**config.mk**
```make
export PLATFORM = sky130hd
export DESIGN_NAME = uart_access_ctrl
export DESIGN_NICKNAME = d
export VERILOG_FILES = /design/src/rtl/uart_ctrl_pkg.sv /design/src/rtl/uart_rr_arb2.sv /design/src/rtl/uart_access_ctrl.sv
export SDC_FILE = /design/constraint.sdc
export NUM_CORES = 1
export LEC_CHECK = 0
export CAP_MARGIN = 15
export CORE_UTILIZATION = 42
export DETAILED_ROUTE_END_ITERATION = 10
export GPL_TIMING_DRIVEN = 0
export HOLD_SLACK_MARGIN = 0.1
export PLACE_DENSITY = 0.86
export SLEW_MARGIN = 20
export SYNTH_ARGS = -nofsm -noshare
export SYNTH_HDL_FRONTEND = slang
export SYNTH_SLANG_ARGS = --single-unit
```
**constraint.sdc**
```tcl
create_clock -name CLK -period 1.8 [get_ports CLK]
set_clock_uncertainty 0.15 [all_clocks]
set_input_delay 0.27 -clock CLK [delete_from_list [all_inputs] [get_ports CLK]]
set_output_delay 0.27 -clock CLK [all_outputs]
set_load 0.03 [all_outputs]
```
**src/rtl/uart_ctrl_pkg.sv**
```systemverilog
// Purpose : shared encodings for the COREUART access controller.
// Latency : n/a (types and constants only).
// Backpr. : n/a.
// Contents: FSM state encoding, default guard length, UART strobe levels.
package uart_ctrl_pkg;

  typedef enum logic [1:0] {
    ST_IDLE  = 2'd0,
    ST_WRITE = 2'd1,
    ST_READ  = 2'd2,
    ST_GUARD = 2'd3
  } state_t;

  // Idle cycles after each strobe before UART status is trusted again.
  localparam int GUARD_CYCLES_DEF = 2;

  // UART strobes are active low.
  localparam logic STROBE_ON  = 1'b0;
  localparam logic STROBE_OFF = 1'b1;

endpackage

```
**src/rtl/uart_rr_arb2.sv**
```systemverilog
// Purpose : two-requester round-robin arbiter; the pointer favours the requester
//           that lost the previous grant.
// Latency : grant is combinational from i_req; pointer updates on the clock edge.
// Backpr. : grant holds until i_advance is pulsed with a request present.
// Ports   : clk, rst_n (async active-low), i_req[1:0], i_advance,
//           o_grant[1:0] (one-hot, zero when no request), o_grant_idx.
module uart_rr_arb2 (
  input  logic       clk,
  input  logic       rst_n,
  input  logic [1:0] i_req,
  input  logic       i_advance,
  output logic [1:0] o_grant,
  output logic       o_grant_idx
);

  logic r_ptr;
  logic w_idx;

  // Winner is the pointed-to requester if it is asking, otherwise the other one.
  always_comb begin
    w_idx = r_ptr;
    if (!i_req[r_ptr]) begin
      w_idx = ~r_ptr;
    end
    o_grant_idx = w_idx;
    o_grant     = 2'b00;
    if (|i_req) begin
      o_grant = w_idx ? 2'b10 : 2'b01;
    end
  end

  // After a grant the pointer moves to the non-winner.
  always_ff @(posedge clk or negedge rst_n) begin
    if (!rst_n) begin
      r_ptr <= 1'b0;
    end else if (i_advance && (|i_req)) begin
      r_ptr <= ~w_idx;
    end
  end

endmodule

```
**src/rtl/uart_access_ctrl.sv**
```systemverilog
// Purpose : sole master of the COREUART CPU port; arbitrates two TX byte streams onto
//           the UART and drains RX bytes into a valid/ready stream with sticky errors.
// Latency : strobe one cycle after the IDLE decision; rx_valid one cycle after READ.
// Backpr. : req*_ready pulses only in the WRITE cycle; no READ while rx_valid is held.
// Ports   : CLK, RESET_N; req0/req1 valid/ready/data (TX in); rx_valid/ready/data,
//           rx_perr/rx_ferr (RX out); err_overflow/err_clr; tx_count/rx_count;
//           uart_csn/wen/oen/wdata (to UART); uart_rdata/txrdy/rxrdy/perr/ferr/ovf (from UART).
module uart_access_ctrl
  import uart_ctrl_pkg::*;
#(
  parameter int GUARD_CYCLES = GUARD_CYCLES_DEF,
  parameter int CNT_W        = 16
) (
  input  logic             CLK,
  input  logic             RESET_N,
  input  logic             req0_valid,
  output logic             req0_ready,
  input  logic [7:0]       req0_data,
  input  logic             req1_valid,
  output logic             req1_ready,
  input  logic [7:0]       req1_data,
  output logic             rx_valid,
  input  logic             rx_ready,
  output logic [7:0]       rx_data,
  output logic             rx_perr,
  output logic             rx_ferr,
  output logic             err_overflow,
  input  logic             err_clr,
  output logic [CNT_W-1:0] tx_count,
  output logic [CNT_W-1:0] rx_count,
  output logic             uart_csn,
  output logic             uart_wen,
  output logic             uart_oen,
  output logic [7:0]       uart_wdata,
  input  logic [7:0]       uart_rdata,
  input  logic             uart_txrdy,
  input  logic             uart_rxrdy,
  input  logic             uart_perr,
  input  logic             uart_ferr,
  input  logic             uart_ovf
);

  // GUARD lasts GUARD_CYCLES cycles: load N-1 and leave when the counter hits zero.
  localparam logic [2:0] GUARD_LOAD = 3'(GUARD_CYCLES - 1);

  state_t           r_state;
  state_t           w_state_nxt;
  logic [2:0]       r_gcnt;
  logic             w_do_read;
  logic             w_do_write;
  logic [1:0]       w_req;
  logic [1:0]       w_grant;
  logic             w_grant_idx;

  logic             r_csn;
  logic             r_wen;
  logic             r_oen;
  logic [7:0]       r_wdata;
  logic [1:0]       r_req_rdy;
  logic             r_rx_valid;
  logic [7:0]       r_rx_data;
  logic             r_rx_perr;
  logic             r_rx_ferr;
  logic             r_err_ovf;
  logic [CNT_W-1:0] r_tx_count;
  logic [CNT_W-1:0] r_rx_count;

  assign w_req = {req1_valid, req0_valid};

  uart_rr_arb2 u_arb (
    .clk         (CLK),
    .rst_n       (RESET_N),
    .i_req       (w_req),
    .i_advance   (w_do_write),
    .o_grant     (w_grant),
    .o_grant_idx (w_grant_idx)
  );

  // Next-state: RX is served before TX so the UART receive buffer drains first.
  always_comb begin
    w_state_nxt = r_state;
    w_do_read   = 1'b0;
    w_do_write  = 1'b0;
    case (r_state)
      ST_IDLE: begin
        if (uart_rxrdy && !r_rx_valid) begin
          w_do_read   = 1'b1;
          w_state_nxt = ST_READ;
        end else if (uart_txrdy && (|w_req)) begin
          w_do_write  = 1'b1;
          w_state_nxt = ST_WRITE;
        end
      end
      ST_WRITE: w_state_nxt = ST_GUARD;
      ST_READ:  w_state_nxt = ST_GUARD;
      ST_GUARD: begin
        if (r_gcnt == 3'd0) begin
          w_state_nxt = ST_IDLE;
        end
      end
      default:  w_state_nxt = ST_IDLE;
    endcase
  end

  always_ff @(posedge CLK or negedge RESET_N) begin
    if (!RESET_N) begin
      r_state <= ST_IDLE;
    end else begin
      r_state <= w_state_nxt;
    end
  end

  always_ff @(posedge CLK or negedge RESET_N) begin
    if (!RESET_N) begin
      r_gcnt <= 3'd0;
    end else if (r_state == ST_WRITE || r_state == ST_READ) begin
      r_gcnt <= GUARD_LOAD;
    end else if (r_state == ST_GUARD && r_gcnt != 3'd0) begin
      r_gcnt <= r_gcnt - 3'd1;
    end
  end

  // Strobes and ready are registered alongside the state, so they are asserted
  // exactly during the WRITE/READ cycle and drop asynchronously on reset.
  always_ff @(posedge CLK or negedge RESET_N) begin
    if (!RESET_N) begin
      r_csn     <= STROBE_OFF;
      r_wen     <= STROBE_OFF;
      r_oen     <= STROBE_OFF;
      r_wdata   <= 8'h00;
      r_req_rdy <= 2'b00;
    end else begin
      r_csn     <= (w_do_read || w_do_write) ? STROBE_ON : STROBE_OFF;
      r_wen     <= w_do_write ? STROBE_ON : STROBE_OFF;
      r_oen     <= w_do_read  ? STROBE_ON : STROBE_OFF;
      r_req_rdy <= w_do_write ? w_grant : 2'b00;
      if (w_do_write) begin
        r_wdata <= w_grant_idx ? req1_data : req0_data;
      end
    end
  end

  always_ff @(posedge CLK or negedge RESET_N) begin
    if (!RESET_N) begin
      r_tx_count <= '0;
    end else if (r_state == ST_WRITE) begin
      r_tx_count <= r_tx_count + CNT_W'(1);
    end
  end

  // READ never starts while rx_valid is held, so capture and release cannot collide.
  always_ff @(posedge CLK or negedge RESET_N) begin
    if (!RESET_N) begin
      r_rx_valid <= 1'b0;
      r_rx_data  <= 8'h00;
      r_rx_perr  <= 1'b0;
      r_rx_ferr  <= 1'b0;
      r_rx_count <= '0;
    end else if (r_state == ST_READ) begin
      r_rx_valid <= 1'b1;
      r_rx_data  <= uart_rdata;
      r_rx_perr  <= uart_perr;
      r_rx_ferr  <= uart_ferr;
      r_rx_count <= r_rx_count + CNT_W'(1);
    end else if (r_rx_valid && rx_ready) begin
      r_rx_valid <= 1'b0;
    end
  end

  // A new overflow takes precedence over a clear in the same cycle.
  always_ff @(posedge CLK or negedge RESET_N) begin
    if (!RESET_N) begin
      r_err_ovf <= 1'b0;
    end else if (uart_ovf) begin
      r_err_ovf <= 1'b1;
    end else if (err_clr) begin
      r_err_ovf <= 1'b0;
    end
  end

  assign uart_csn     = r_csn;
  assign uart_wen     = r_wen;
  assign uart_oen     = r_oen;
  assign uart_wdata   = r_wdata;
  assign req0_ready   = r_req_rdy[0];
  assign req1_ready   = r_req_rdy[1];
  assign rx_valid     = r_rx_valid;
  assign rx_data      = r_rx_data;
  assign rx_perr      = r_rx_perr;
  assign rx_ferr      = r_rx_ferr;
  assign err_overflow = r_err_ovf;
  assign tx_count     = r_tx_count;
  assign rx_count     = r_rx_count;

endmodule

```
# After elaboration in Yosys (flattened, before gate mapping)
# Index checks and enable logic that the tools add are counted.
[word_totals]
regBits = 63
input_bits = 35
output_inout_bits = 57
elab_cells = 68
[classes]
add_sub_neg = 3
order_cmp = 1
eq_ne = 5
n_mux = 25
bitwise_logic = 2
reduce_logical = 17
[ops]
columns = ["cell", "n"]
rows = [
  ["adder 16 x 1 -> 16 bit, second input constant", 2],
  ["two-way mux 1 bit", 15],
  ["two-way mux 2 bit", 6],
  ["two-way mux 8 bit", 1],
  ["two-way mux 3 bit", 2],
  ["one-hot mux 2 bit (3 select lines)", 1],
  ["nonzero test 2 bit", 3],
  ["logical AND 1 bit", 5],
  ["== test 2 bit, second input constant", 2],
  ["OR reduction 2 bit", 2],
  ["logical NOT 3 bit", 1],
  ["!= test 3 bit, second input constant", 1],
  ["nonzero test 3 bit", 1],
  ["subtractor 3 x 1 -> 3 bit, second input constant", 1],
  ["== test 2 x 1 -> 1 bit, second input constant", 1],
  ["logical NOT 2 bit", 1],
  ["logical OR 1 bit", 2],
  ["less-than comparator 1 x 2 -> 1 bit, second input constant", 1],
  ["!= test 2 bit, second input constant", 1],
  ["inverter 1 bit", 2],
  ["AND reduction 2 bit", 1],
  ["logical NOT 1 bit", 1],
]

# Longest topological paths before layout
[depth]
word_depth = 7
depth_mapped = 6
mapped_depth_nobuf = 5

# Modules after synthesis
# A second synthesis with hierarchy kept.
[unflattened]
hier_cells = 229
area_unflattened_um2 = 2755.1
[by_module_without_submodules]
columns = ["mod", "instances", "cells_each", "area_per_inst_um2", "seq_area_each_um2"]
rows = [
  ["uart_access_ctrl", 1, 221, 2692.6, 1555.2],
  ["uart_rr_arb2", 1, 8, 62.6, 25.0],
]

# Worst setup path before layout
# Ideal clock, no wire load.
[synth_path]
kind = "flip-flop to flip-flop"
startpoint = "reg r_rx_valid, in the netlist rx_valid"
endpoint = "reg r_state[0]"
setup_ps = 128
arrival_time_ps = 1437
required_ps = 1522
setup_slack_ps = 86
stages_incl_launch_ff = 5
n_path_buf = 1
synth_period_minus_slack_ps = 1714
path_cell_list = "dfrtp_1 nand2b_1 buf_2 a32oi_1 mux2_1"
[synth_via]
elab_chain_len = 4
elab_cells_between_ends = 6
classes_between = "eq/ne: 1; mux: 2; reduce/logical: 3"
[synth_lines]
columns = ["item", "line_no", "text"]
rows = [
  ["start: declaration", "uart_access_ctrl.sv:60", "logic r_rx_valid;"],
  ["start signal: assignment", "uart_access_ctrl.sv:154", "r_rx_valid <= 1'b0;"],
  ["start signal: assignment", "uart_access_ctrl.sv:160", "r_rx_valid <= 1'b1;"],
  ["start signal: assignment", "uart_access_ctrl.sv:166", "r_rx_valid <= 1'b0;"],
  ["logical NOT 1 bit (*)", "uart_access_ctrl.sv:86", "if (uart_rxrdy && !r_rx_valid) begin"],
  ["logical AND 1 bit (*)", "uart_access_ctrl.sv:86", ""],
  ["two-way mux 2 bit / != test 3 bit (equally long branches)", "n/a", ""],
  ["one-hot mux 2 bit (3 select lines) / AND reduction 2 bit (equally long branches)", "n/a", ""],
  ["end signal: assignment", "uart_access_ctrl.sv:109", "r_state <= w_state_nxt;"],
  ["end: declaration", "uart_access_ctrl.sv:46", "state_t r_state;"],
]
# Mark *: on every way between the ends. The rest lies on a longest branch, timed or not.
# A chain may end at the register's enable or synchronous reset.

# Worst setup path in the final report
[layout_path]
startpoint = "reg r_state[0]"
endpoint = "reg r_rx_count[9], in the netlist rx_count[9]"
[layout_via]
elab_chain_len = 1
[layout_lines]
columns = ["item", "line_no", "text"]
rows = [
  ["== test 2 bit", "uart_access_ctrl.sv:159", "end else if (r_state == ST_READ) begin"],
  ["end signal: assignment", "uart_access_ctrl.sv:164", "r_rx_count <= r_rx_count + CNT_W'(1);"],
  ["end: declaration", "uart_access_ctrl.sv:66", "logic [CNT_W-1:0] r_rx_count;"],
]
# No other way between the ends.

==> results <==
[kinds of logic after synthesis]
logic type	Yosys count
AND/OR/NAND/NOR	76
flip-flops	63
AO/OA/AOI/OAI	36
XOR/XNOR	30
buffers and inverters	21
multiplexers	16
adder cells (fa/ha/maj)	9
[where the power goes]
part	internal [mW]	switching [mW]	leakage (nW)	total [mW]
clock	0.501	0.571	0.0894	1.07
sequential	1.85	0.379	0.791	2.23
combinational	1.18	1.63	1.29	2.81
total	3.53	2.58	2.17	6.11
[final timing paths]
path | from | end | slack, ns
min reg2reg | rx_count[15]$_DFFE_PN0P_ | rx_count[15]$_DFFE_PN0P_ | 0.31
max in group asynchronous | RESET_N | uart_wen$_DFF_PN1_ | 0.77
min in group CLK | rx_count[15]$_DFFE_PN0P_ | rx_count[15]$_DFFE_PN0P_ | 0.31
max reg2reg | r_state[0]$_DFFE_PN0P_ | rx_count[9]$_DFFE_PN0P_ | 0.04
max | r_state[0]$_DFFE_PN0P_ | rx_count[9]$_DFFE_PN0P_ | 0.04
min | RESET_N | tx_count[14]$_DFFE_PN0N_ | 0.17
[final cells by class]
type | instances | area [µm²]
Clock inverter | 7 | 48.8
Tap cell | 96 | 120
Sequential cell | 63 | 1580
Fill cell | 571 | 2520
Inverter | 12 | 45.0
Clock buffer | 9 | 124
Buffer | 9 | 70.1
Multi-Input combinational cell | 167 | 1330
Timing Repair Buffer | 96 | 958
[timing repair]
item                                    in CTS  in global routing
cloned                                       0                  0
setup buffers                                0                  3
endpoints found under the setup margin      58                 36
gates resized for setup                     45                 29
hold buffers                                 1                  0
endpoints found under the hold margin       60                  0
[placed cells by master, fill, tap and decap left out, types with 2 or more instances in the layout]
cell type and instances:
nand4_4 2, a31oi_1 16, dlymetal6s2s_1 16, o21ai_0 12, nor2_1 9, nand4_1 8
dfrtp_1 59, buf_6 4, inv_2 3, nor2b_1 4, clkdlybuf4s50_1 34, ha_1 8
a21o_1 2, a21oi_1 3, nor4_1 2, nor3_2 2, buf_4 5, nand3_1 14
clkinv_2 3, inv_1 9, buf_1 2, nand2b_1 4, xor2_1 19, mux2i_1 2
xnor2_1 11, clkbuf_8 9, nor4_4 4, nand4_2 2, nand2_1 12, nor3_1 4
dfstp_2 3, clkinv_4 2, nor4_2 4, dlygate4sd2_1 40, mux2_2 12
[layer usage]
| layer | vias up | global-route usage |
|---|---|---|
| li1 | 1113 | - |
| met1 | 1147 | 0.235 |
| met2 | 85 | 0.345 |
| met3 | 11 | 0.0587 |
| met4 | 0 | 0.0667 |
| met5 | - | 0 |
[sequential cells by signal (all words and copies together) (netlist names), 2 cells and up]
register,count
r_gcnt,3
r_req_rdy,2
r_state,2
rx_count,16
rx_data,8
tx_count,16
uart_wdata,8
[metrics by stage]
step                      TNS, ns  area, µm²  utilization  power (mW)
after floorplan                 0       2950            -        3.95
after global placement    -103.64       3980        0.585        4.98
after detailed placement    -1.17       4000        0.589        5.12
after CTS                 -0.0813       4160        0.612        6.11
after global routing       -0.143       4280        0.629        6.46
final                           0       4280        0.629        6.11
[worst max-delay path: cells and delay by family (launching register included)]
kind                     cells  cell delay [ns]
XOR/XNOR                     1             0.14
AND/OR/NAND/NOR              2             0.35
flip-flops                   1             0.45
buffers and inverters        3             0.44
adder cells (fa/ha/maj)      1             0.16
==> run_results.csv <==
group,metric,value,unit
timing,max_clock_freq,0.569,GHz
global_route,grt-ovfl-total,0,
power,leakage,2.17,nW
worst_setup_path,critical_path_arrival,1.86,ns
status,status,"finished, final reports clean",
route,highest_layer,"met4",
synthesis,synthAdderAreaFrac,0.0382,
worst_setup_path,worst-path-max-fanout,9,
layout,drive_gt1_frac,0.176,
clocking,cts_tree,"done",
die,initial_core_util,0.434,
synthesis,synth_compound_area_frac,0.0726,
clocking,cts.path.max_buffers,2,
timing,setup_violations,0,
worst_setup_path,required,1.91,ns
timing,hold-worst-slack,0.171,ns
clocking,clock_sinks,63,
route,m1WireLength,2.83,mm
clocking,clk_pin_slew,0.08,ns
place,port_buffers,91,
layout,synthToLayoutAreaGrowth,45.1,%
job,maxCapViolations,0,
synthesis,async_reset_ff_frac,1.00,
route,drc_errors,0,
synthesis,synth_xor_xnor_area_share,0.0892,
synthesis,syn_area,0.00295,mm²
clocking,htreeDepth,3,
route,drtIter0Drc,83,
worst_setup_path,cp_slowest_cell,"dfrtp_2",
synthesis,syn-num-nets,295,
clocking,insertion_delay,0.33,ns
synthesis,ys_top_cells_by_count,"dfrtp_1 (60), xor2_1 (19), a31oi_1 (16)",
synthesis,yosysWarnings,0,
timing,slew_viol_final,0,
synthesis,synth.distinct_cells,39,
place,dp_hpwl,4.93,mm
synthesis,synth_flop_cell,"dfrtp_1",
clocking,clock-root-buffer,"clkbuf_8",
worst_setup_path,cpPeakStageDelay,0.45,ns
synthesis,ys_ff_latch,63,
place,place_ws,-0.175,ns
timing,hold_violations,0,
timing,setup_ws,0.0421,ns
layout,n_antenna_cell,0,
synthesis,syn_area_per_cell,11.7,µm²
route,wl_met3,377,µm
layout,nets,402,
route,wl_met2,3.56,mm
synthesis,synth_mux_area_frac,0.0616,
route,ant_nets,0,
die,die-height,85.8,µm
synthesis,yosysTopAreaCellShare,0.510,
global_route,grt_max_degree,53,
synthesis,seq_area_frac_synth,0.536,
timing,fin_crit_sh,0.977,
timing,period_needed,1.76,ns
synthesis,synth_top_family_by_area,"simple AND/OR/NAND/NOR gates",
route,drt-vias-per-instance,5.13,
worst_setup_path,path_cells,"inv_2 > ha_1 > buf_6 > nand4_4 > buf_4 > nor3_2 > xnor2_1",
route,dr.pass1.iters,4,
global_route,grt_util_all_layers,0.198,
synthesis,yosys.area.top_type,"dfrtp_1",
layout,stdcell_count,459,
die,rows,30,
global_route,grt_pass1_wl,11.2,mm
worst_setup_path,end_kind,"register",
die,die_area,0.00735,mm²
worst_setup_path,crit_type,"register to register",
synthesis,syn_inst,251,
worst_hold_path,hp-class,"input pin to async pin",
timing,relSlewSlack,0.667,
worst_setup_path,ff2ff_path_depth,7,
synthesis,synthTopCellsByArea,"dfrtp_1 (51%), xor2_1 (5.6%), mux2_2 (4.6%)",
route,num_vias,2356,
die,io_pins,92,
synthesis,synth-edff-count,0,
place,place_congestion,0.764,
power,powerDensity,1430,mW/mm²
route,routedWlPerCell,15.0,µm
timing,rsz0062_at_grt,"yes",
clocking,cts_made_buffers,9,
synthesis,synth.most_common_cell,"dfrtp_1",
die,core-area,0.00679,mm²
die,die_w,85.8,µm
worst_setup_path,cp-start-kind,"register",
route,wirelength,6.87,mm
timing,tightest_slew,0.499,ns
synthesis,yosys.area_share.simple,0.166,
global_route,antenna_found_initial,0,
global_route,grt_pass1_vias,2370,
power,ir_drop,629,µV
place,dp.cells,439,
Power figures use the tool's default switching activity.
